==> src/rtl/gshare_pred_queue.sv <==
// Pipelined gshare predictor with an in-order queue of unresolved predictions.
// Optional counters enabled by GSHARE_PRED_STATS_EN (stat_retired, stat_mispred).
module gshare_pred_queue #(
    parameter int W      = 32,
    parameter int HIST   = 8,
    parameter int L_BTB  = 16,
    parameter int QDEPTH = 4
) (
    input  logic                      clk,
    input  logic                      rst,
    input  logic                      pred_req,
    input  logic [W-1:0]              pred_pc,
    output logic                      pred_ready,
    output logic                      pred_valid,
    output logic                      pred_taken,
    output logic [W-1:0]              pred_target,
    input  logic                      res_valid,
    input  logic                      res_taken,
    input  logic [W-1:0]              res_target,
    output logic                      res_ready,
    output logic                      mispredict,
`ifdef GSHARE_PRED_STATS_EN
    output logic [31:0]               stat_retired,
    output logic [31:0]               stat_mispred,
`endif
    output logic [$clog2(QDEPTH):0]   q_count
);

    localparam int PHT_N = 1 << HIST;
    localparam int LB    = $clog2(L_BTB);
    localparam int TW    = W - LB - 2;
    localparam int QW    = $clog2(QDEPTH);
    localparam int CW    = QW + 1;

    logic [1:0]      pht_q [PHT_N];
    logic [L_BTB-1:0] btb_vld_q;
    logic [TW-1:0]   btb_tag_q [L_BTB];
    logic [W-1:0]    btb_tgt_q [L_BTB];
    logic [HIST-1:0] ghr_q, ghr_d;

    logic [LB-1:0]   q_set_q [QDEPTH];
    logic [TW-1:0]   q_tag_q [QDEPTH];
    logic [HIST-1:0] q_idx_q [QDEPTH];
    logic [HIST-1:0] q_ghr_q [QDEPTH];
    logic [W-1:0]    q_tgt_q [QDEPTH];
    logic [QDEPTH-1:0] q_tkn_q;
    logic [QW-1:0]   head_q, tail_q;
    logic [CW-1:0]   count_q, count_d;

    logic            pred_valid_q, pred_taken_q, mispred_q;
    logic [W-1:0]    pred_target_q;

    logic [HIST-1:0] lk_idx;
    logic [LB-1:0]   lk_set;
    logic [TW-1:0]   lk_tag;
    logic            lk_taken;
    logic [W-1:0]    lk_target;
    logic            accept, retire, hd_mis, flush;
    logic [LB-1:0]   hd_set;
    logic [HIST-1:0] hd_idx;

    function automatic logic [1:0] sat2(input logic [1:0] c, input logic up);
        if (up) return (c == 2'b11) ? c : c + 2'b01;
        else    return (c == 2'b00) ? c : c - 2'b01;
    endfunction

    always_comb begin
        lk_idx    = pred_pc[HIST+1:2] ^ ghr_q;
        lk_set    = pred_pc[LB+1:2];
        lk_tag    = pred_pc[W-1:LB+2];
        lk_taken  = pht_q[lk_idx][1] & btb_vld_q[lk_set] & (btb_tag_q[lk_set] == lk_tag);
        lk_target = lk_taken ? btb_tgt_q[lk_set] : pred_pc + W'(4);

        pred_ready = (count_q != CW'(QDEPTH));
        res_ready  = (count_q != '0);
        accept     = pred_req & pred_ready;
        retire     = res_valid & res_ready;

        hd_set = q_set_q[head_q];
        hd_idx = q_idx_q[head_q];
        hd_mis = (res_taken != q_tkn_q[head_q]) |
                 (res_taken & q_tkn_q[head_q] & (res_target != q_tgt_q[head_q]));
        flush  = retire & hd_mis;

        // Repair outranks the speculative shift of a same-cycle accept.
        ghr_d = ghr_q;
        if (flush)       ghr_d = {q_ghr_q[head_q][HIST-2:0], res_taken};
        else if (accept) ghr_d = {ghr_q[HIST-2:0], lk_taken};

        count_d = count_q;
        if (flush) count_d = '0;
        else       count_d = count_q + CW'(accept) - CW'(retire);
    end

    always_ff @(posedge clk) begin
        if (rst) begin
            for (int i = 0; i < PHT_N; i++) pht_q[i] <= 2'b01;
            btb_vld_q     <= '0;
            ghr_q         <= '0;
            head_q        <= '0;
            tail_q        <= '0;
            count_q       <= '0;
            pred_valid_q  <= 1'b0;
            pred_taken_q  <= 1'b0;
            pred_target_q <= '0;
            mispred_q     <= 1'b0;
        end else begin
            ghr_q        <= ghr_d;
            count_q      <= count_d;
            pred_valid_q <= accept & ~flush;
            mispred_q    <= flush;
            if (accept & ~flush) begin
                pred_taken_q  <= lk_taken;
                pred_target_q <= lk_target;
            end
            if (retire) begin
                pht_q[hd_idx] <= sat2(pht_q[hd_idx], res_taken);
                if (res_taken) begin
                    btb_vld_q[hd_set] <= 1'b1;
                    btb_tag_q[hd_set] <= q_tag_q[head_q];
                    btb_tgt_q[hd_set] <= res_target;
                end
            end
            if (flush) begin
                head_q <= '0;
                tail_q <= '0;
            end else begin
                if (retire) head_q <= head_q + QW'(1);
                if (accept) tail_q <= tail_q + QW'(1);
            end
        end
    end

    always_ff @(posedge clk) begin
        if (accept) begin
            q_set_q[tail_q] <= lk_set;
            q_tag_q[tail_q] <= lk_tag;
            q_idx_q[tail_q] <= lk_idx;
            q_ghr_q[tail_q] <= ghr_q;
            q_tkn_q[tail_q] <= lk_taken;
            q_tgt_q[tail_q] <= lk_target;
        end
    end

`ifdef GSHARE_PRED_STATS_EN
    logic [31:0] stat_ret_q, stat_mis_q;

    always_ff @(posedge clk) begin
        if (rst) begin
            stat_ret_q <= '0;
            stat_mis_q <= '0;
        end else begin
            if (retire && stat_ret_q != '1) stat_ret_q <= stat_ret_q + 32'd1;
            if (flush  && stat_mis_q != '1) stat_mis_q <= stat_mis_q + 32'd1;
        end
    end

    assign stat_retired = stat_ret_q;
    assign stat_mispred = stat_mis_q;
`endif

    assign pred_valid  = pred_valid_q;
    assign pred_taken  = pred_taken_q;
    assign pred_target = pred_target_q;
    assign mispredict  = mispred_q;
    assign q_count     = count_q;

endmodule

==> config.mk <==
export PLATFORM = sky130hd
export DESIGN_NAME = gshare_pred_queue
export DESIGN_NICKNAME = d
export VERILOG_FILES = /design/src/rtl/gshare_pred_queue.sv
export SDC_FILE = /design/constraint.sdc
export NUM_CORES = 2
export LEC_CHECK = 0
export CORE_ASPECT_RATIO = 1.1
export CORE_UTILIZATION = 45
export DETAILED_ROUTE_END_ITERATION = 7
export GPL_TIMING_DRIVEN = 0
export PLACE_DENSITY_LB_ADDON = 0.2
export RECOVER_POWER = 100
export SYNTH_ARGS = -nofsm -noshare
export SYNTH_HDL_FRONTEND = slang
export SYNTH_SLANG_ARGS = --single-unit
==> constraint.sdc <==
create_clock -name clk -period 6.4 [get_ports clk]
set_clock_uncertainty 0.1 [all_clocks]
set_input_delay 1.28 -clock clk [delete_from_list [all_inputs] [get_ports clk]]
set_output_delay 1.28 -clock clk [all_outputs]
set_load 0.1 [all_outputs]
### After elaboration in Yosys (flattened, before gate mapping)

Memory sizes are Yosys's and may differ from the RTL's. A register that Yosys moved wholly into a read port is not among the register bits.
Cells that the tools add are included.

| word-level totals | value |
|---|---|
| bits in registers | 70 |
| RAM bits | 1752 |
| bits of input ports | 69 |
| output and inout bits | 40 |
| memories | 8 |

| operators by class | value |
|---|---|
| add/sub/neg operators | 7 |
| order comparisons | 6 |
| equal/unequal tests | 5 |
| mux-type cells | 41 |
| bitwise logic cells | 12 |
| reduce and logical (&&, ||, !) cells | 8 |

Memories:

| name | words | width | rd ports | clocked after memory_dff | wr ports | RTL line | text |
|---|---|---|---|---|---|---|---|
| btb_tgt_q | 16 | 32 | 1 | 0 | 1 | 38 | `logic [W-1:0] btb_tgt_q [L_BTB];` |
| pht_q | 256 | 2 | 2 | 0 | 256 | 35 | `logic [1:0] pht_q [PHT_N];` |
| btb_tag_q | 16 | 26 | 1 | 0 | 1 | 37 | `logic [TW-1:0] btb_tag_q [L_BTB];` |
| q_tgt_q | 4 | 32 | 1 | 1 | 1 | 45 | `logic [W-1:0] q_tgt_q [QDEPTH];` |
| q_tag_q | 4 | 26 | 1 | 1 | 1 | 42 | `logic [TW-1:0] q_tag_q [QDEPTH];` |
| q_ghr_q | 4 | 8 | 1 | 1 | 1 | 44 | `logic [HIST-1:0] q_ghr_q [QDEPTH];` |
| 2 more memories | - | - | - | - | - | - |  |

Operators by type and width:

| operator | count |
|---|---|
| $add A32 B3 Y32 const B | 1 |
| $mux W2 | 16 |
| $mux W32 | 1 |
| $ne A32 B32 Y1 | 1 |
| $eq A26 B26 Y1 | 1 |
| $mux W8 | 3 |
| $mux W1 | 16 |
| $or A16 B16 Y16 | 1 |
| $lt A4 B5 Y1 const B | 2 |
| $and A1 B1 Y1 | 8 |
| $xor A8 B8 Y8 | 1 |
| $add A2 B1 Y2 const B | 3 |
| $lt A2 B3 Y1 const B | 2 |
| $bmux W1 S4 | 1 |
| $bwmux W4 | 1 |
| $demux W1 S4 | 1 |
| $ge A4 B1 Y1 const B | 1 |
| $reduce_or A2 Y1 | 2 |
| $add A3 B1 Y3 | 1 |
| $ne A3 B3 Y1 const B | 1 |
| $reduce_bool A3 Y1 | 1 |
| $sub A3 B1 Y3 | 1 |
| $bmux W1 S2 | 1 |
| $demux W1 S2 | 1 |
| 10 further kinds | 11 |

### Longest topological paths before layout

| depth | value |
|---|---|
| word-level depth | 8 |
| gate-level depth with buffers | 18 |
| mapped depth without buffers | 11 |

### Worst setup path before layout

OpenSTA, ideal clock, no wires.

| timing path | value |
|---|---|
| path type | flip-flop to flip-flop |
| from | reg count_q[1] (netlist: q_count[1]) |
| to | mem btb_tag_q[11][0] (netlist name), enable pin |
| library setup time | 474 ps |
| data arrival time | 5713 ps |
| path slack | 112 ps |
| stages on the path, launching flop included | 9 |
| cell sequence | dfxtp_1 or3_1 and2_1 clkbuf_1 nor2b_1 clkbuf_1 buf_1 nand4_1 nor2_1 |

| on the way | value |
|---|---|
| longest elaborated chain between the ends | 5 |

Ends and longest elaborated chain:

| element | RTL line | text |
|---|---|---|
| start: declaration | 48 | `logic [CW-1:0] count_q, count_d;` |
| start signal: assignment | 109 | `count_q <= count_d;` |
| $reduce_bool A3 Y1 | 75 | `res_ready = (count_q != '0);` |
| named net res_ready | 20 | `output logic res_ready,` |
| $and A1 B1 Y1 | 77 | `retire = res_valid & res_ready;` |
| $mux W1 | 116 | `if (retire) begin` |
| $mux W1 | 96 | `if (rst) begin` |
| $mux W1 (not written as such) | 120 | `btb_tag_q[hd_set] <= q_tag_q[head_q];` |
| end: declaration | 37 |  |

The timed path passes the listed nets, and every way through them passes these cells.

==> flow_metrics.py <==
metrics = {
    "clock_network": {
        "clock-root-buffer": "clkbuf_16",
        "clock_path_buffers": 3,
        "clkSlewWorstSetupHoldPaths_ps": 60,
        "cts_made_buffers": 185,
        "cts_tree": "yes",
        "clkLatencyLatePin_ps": 880,
        "cts_num_sinks": 1820,
        "ctsHoldBuffers": 0,
        "htree_levels": 4,
    },
    "pwr": {
        "pwr_density_cell_nw_per_um2": 434,
        "power_mw": 39.2,
        "p_sw_frac": 0.410,
        "internal_power_mw": 23.1,
        "irDropWorstVdd_mv": 0.331,
        "p_leak_nw": 28.5,
        "clock_power_share": 0.273,
        "pwr-share-comb": 0.365,
        "switchingPower_mw": 16.0,
        "power.share.sequential": 0.361,
    },
    "logic_synthesis": {
        "ys_warn_count": 0,
        "synth_top_family_by_area": "multiplexers",
        "synth_edf_count": 1752,
        "netlist-cell-type-count": 71,
        "synth-simple-area-share": 0.0692,
        "avgSynthCellArea_um2": 16.6,
        "seq_area_frac_synth": 0.684,
        "synth-seq-cells": 1820,
        "synth-compound-area-share": 0.0496,
        "synthArstFlopShare": 0,
        "muxShareOfSynthArea": 0.158,
        "synthXorXnorAreaFrac": 0.0110,
        "netlist_instances": 4761,
        "synth_area_um2": 78900,
        "synthAdderAreaFrac": 0.00179,
        "ys.flop_type": "edfxtp_1",
        "synth_nets": 4839,
    },
    "placement": {
        "place.gp.congestion": 1.07,
        "hpwl_mm": 221,
        "portBuffers": 108,
        "place_ws_ps": -2940,
    },
    "critical_path": {
        "crit_required_ps": 6820,
        "cp_cell_sequence": "buf_2 -> buf_2 -> mux4_2 -> clkbuf_1 -> nor2b_1 -> nand2_1 -> o22ai_1 -> nor4_1 -> o22ai_1 -> a211oi_1 -> nor2_1 -> maj3_2 -> buf_4 -> buf_2 -> nand3_1",
        "slowest_stage": "clkbuf_1",
        "end_kind": "flop",
        "worst-path-buf-inv": 5,
        "cp.arrival_ps": 7240,
        "r2r_slack_ps": -420,
        "path_delay_family": "buffers and inverters",
        "critPathMostFrequentCell": "buf_2",
        "crit_type": "reg2reg",
        "start_kind": "flop",
        "cpPeakStageDelay_ps": 1100,
        "critPathMaxFanout": 10,
    },
    "grt": {
        "grt_max_degree": 47,
        "grt_antenna_before_repair": 23,
        "overflow": 0,
        "grt_pass1_vias": 49256,
        "grt_pass1_wl_mm": 426,
        "gr-usage-all-layers": 0.359,
    },
    "floorplan": {
        "dieArea_um2": 177000,
        "dieWidth_um": 401,
        "num_io_pins": 109,
        "die_h_um": 441,
        "initial_utilization": 0.454,
        "std_cell_rows": 160,
        "core_um2": 174000,
    },
    "route": {
        "ant_nets": 0,
        "drtPass1Iterations": 6,
        "wl_per_cell_um": 41.9,
        "routed_wl_mm": 316,
        "drt-initial-drc-count": 6808,
        "vias": 50408,
        "remaining_drc_errors": 0,
        "via_per_inst": 6.67,
    },
    "flow_run": {
        "drv_cap": 23,
    },
    "sta": {
        "holdWs_ps": 373,
        "setup_ws_ps": -423,
        "rsz0062_at_grt": "true",
        "hold_violations": 0,
        "max_freq_mhz": 147,
        "max-slew-margin-rel": -1.44,
        "drv_slew": 528,
        "min_period_over_period": 1.07,
        "period_minus_slack_ps": 6820,
        "setup_viol": 705,
        "worstMarginPinSlew_ps": 3670,
    },
    "layout": {
        "area_growth_pct": 14.4,
        "final_common_cell": "edfxtp_1",
        "n_fill_cell": 14186,
        "fin_util": 0.520,
        "layout_common_cells": "edfxtp_1, mux4_2, nand3_1",
        "fin_nets": 5196,
        "drive_above_1_share": 0.198,
    },
    "run_status": {
        "status": "finished with violations",
        "violations": "capacitance limit, slew limit, setup timing",
    },
    "min_path": {
        "min_from": "pred_target[0]",
        "hp-class": "reg2reg",
    },
}
-- through the flow --
step                      cells  cell area [um2]  setup TNS [ps]
after CTS                  7543            90700               0
after global routing       7544            90200            -218
after floorplan            4761            78900               0
after detailed placement   7205            84500        -1560790
final                      7554            90200         -110890
after global placement     7137            82800        -6298890
-- layout make-up --
type	instances	area (um2)	share of cell area
Inverter	49	188	0.00208
Tap cell	2268	2840	0.0315
Timing Repair Buffer	177	2130	0.0236
Clock buffer	235	4830	0.0535
Clock inverter	108	1070	0.0119
Multi-Input combinational cell	2474	23100	0.256
Antenna cell	12	30.0	0.000333
Buffer	411	2110	0.0234
Sequential cell	1820	54000	0.598
-- cell families after synthesis --
kind of cell	count (synthesis)
AOI/OAI and AO/OA	525
xor gates and xnor gates	98
adders and majority gates	11
buffers and inverters	467
DFF	1820
muxes	697
and+or+nand+nor	1143
-- Yosys cell counts (4+ instances only) --
cell | instances | area [um2]
xnor2_1 | 90 | 788
nand2b_1 | 43 | 269
nor4_1 | 18 | 113
mux2_2 | 15 | 169
ha_1 | 8 | 100
or2_2 | 13 | 81.3
o221ai_1 | 5 | 43.8
o21bai_1 | 131 | 983
a221oi_1 | 8 | 70.1
nor3_1 | 252 | 1260
a21o_1 | 99 | 743
a22oi_1 | 25 | 188
o32ai_1 | 4 | 35.0
mux4_2 | 434 | 9770
nor2b_1 | 20 | 125
dfxtp_1 | 68 | 1360
nand2_1 | 271 | 1020
a21oi_1 | 27 | 135
a311oi_1 | 27 | 236
o21ai_0 | 22 | 110
nor2_1 | 148 | 556
clkbuf_1 | 237 | 890
a32oi_1 | 12 | 105
buf_6 | 14 | 158
o41ai_1 | 6 | 52.6
and3_1 | 25 | 156
and2_1 | 13 | 81.3
edfxtp_1 | 1752 | 52600
mux2i_1 | 221 | 2210
and2_0 | 10 | 62.6
buf_1 | 41 | 154
buf_4 | 21 | 158
inv_1 | 44 | 165
xor2_1 | 7 | 61.3
or4_1 | 4 | 30.0
o22ai_1 | 43 | 269
nand4_1 | 21 | 131
a311o_1 | 13 | 130
mux2_1 | 27 | 304
nand3_1 | 291 | 1460
a22o_1 | 32 | 280
buf_2 | 105 | 526
a211oi_1 | 34 | 255
or3_1 | 4 | 25.0
a31oi_1 | 19 | 119
-- power groups by stage --
stage               registers, mW  logic [mW]  clock network, mW
floorplan                    14.7        6.87                  0
global placement             14.4        13.5                  0
detailed placement           14.4        13.7                  0
CTS                          14.1        13.8               10.7
global route                 14.2        14.2               11.2
finish                       14.2        14.3               10.7
-- final timing paths --
kind                            depth (start not counted)              to
worst max register to register                         15   pht_q[128][0]
worst min-delay path                                    1  pred_target[0]
worst max-delay path                                   15   pht_q[128][0]
worst min register to register                          1  pred_target[0]
-- sequential cells by signal, indices dropped and copies added, names as in the netlist, 16 cells and up, named ones only --
name and count:
q_ghr_q 28, pht_q 512, btb_vld_q 16, btb_tag_q 416, q_tgt_q 128, q_set_q 16
pred_target 32, q_idx_q 32, btb_tgt_q 512, q_tag_q 104
-- metal layers --
| metal | global-route usage | vias up | part of all wire |
|---|---|---|---|
| met4 | 0.241 | 16 | 0.080 |
| li1 | - | 19803 | - |
| met1 | 0.449 | 26443 | 0.37 |
| met5 | 0 | - | 0.00035 |
| met2 | 0.566 | 3211 | 0.46 |
| met3 | 0.0744 | 935 | 0.089 |
-- timing repair --
| item | 4_1_cts | 5_1_grt |
|---|---|---|
| pin swaps | 1 | 0 |
| setup endpoints to repair | 1032 | 191 |
| buffers inserted | 1 | 0 |
| resized for setup | 100 | 33 |
-- worst reg2reg max path: cells and delay by family (launching register included) --
kind,cells,cell delay (ps)
and+or+nand+nor,5,1710
buffers and inverters,5,2470
muxes,1,540
AOI/OAI and AO/OA,3,940
adders and majority gates,1,430
DFF,1,300
Power figures use the tool's default switching activity.
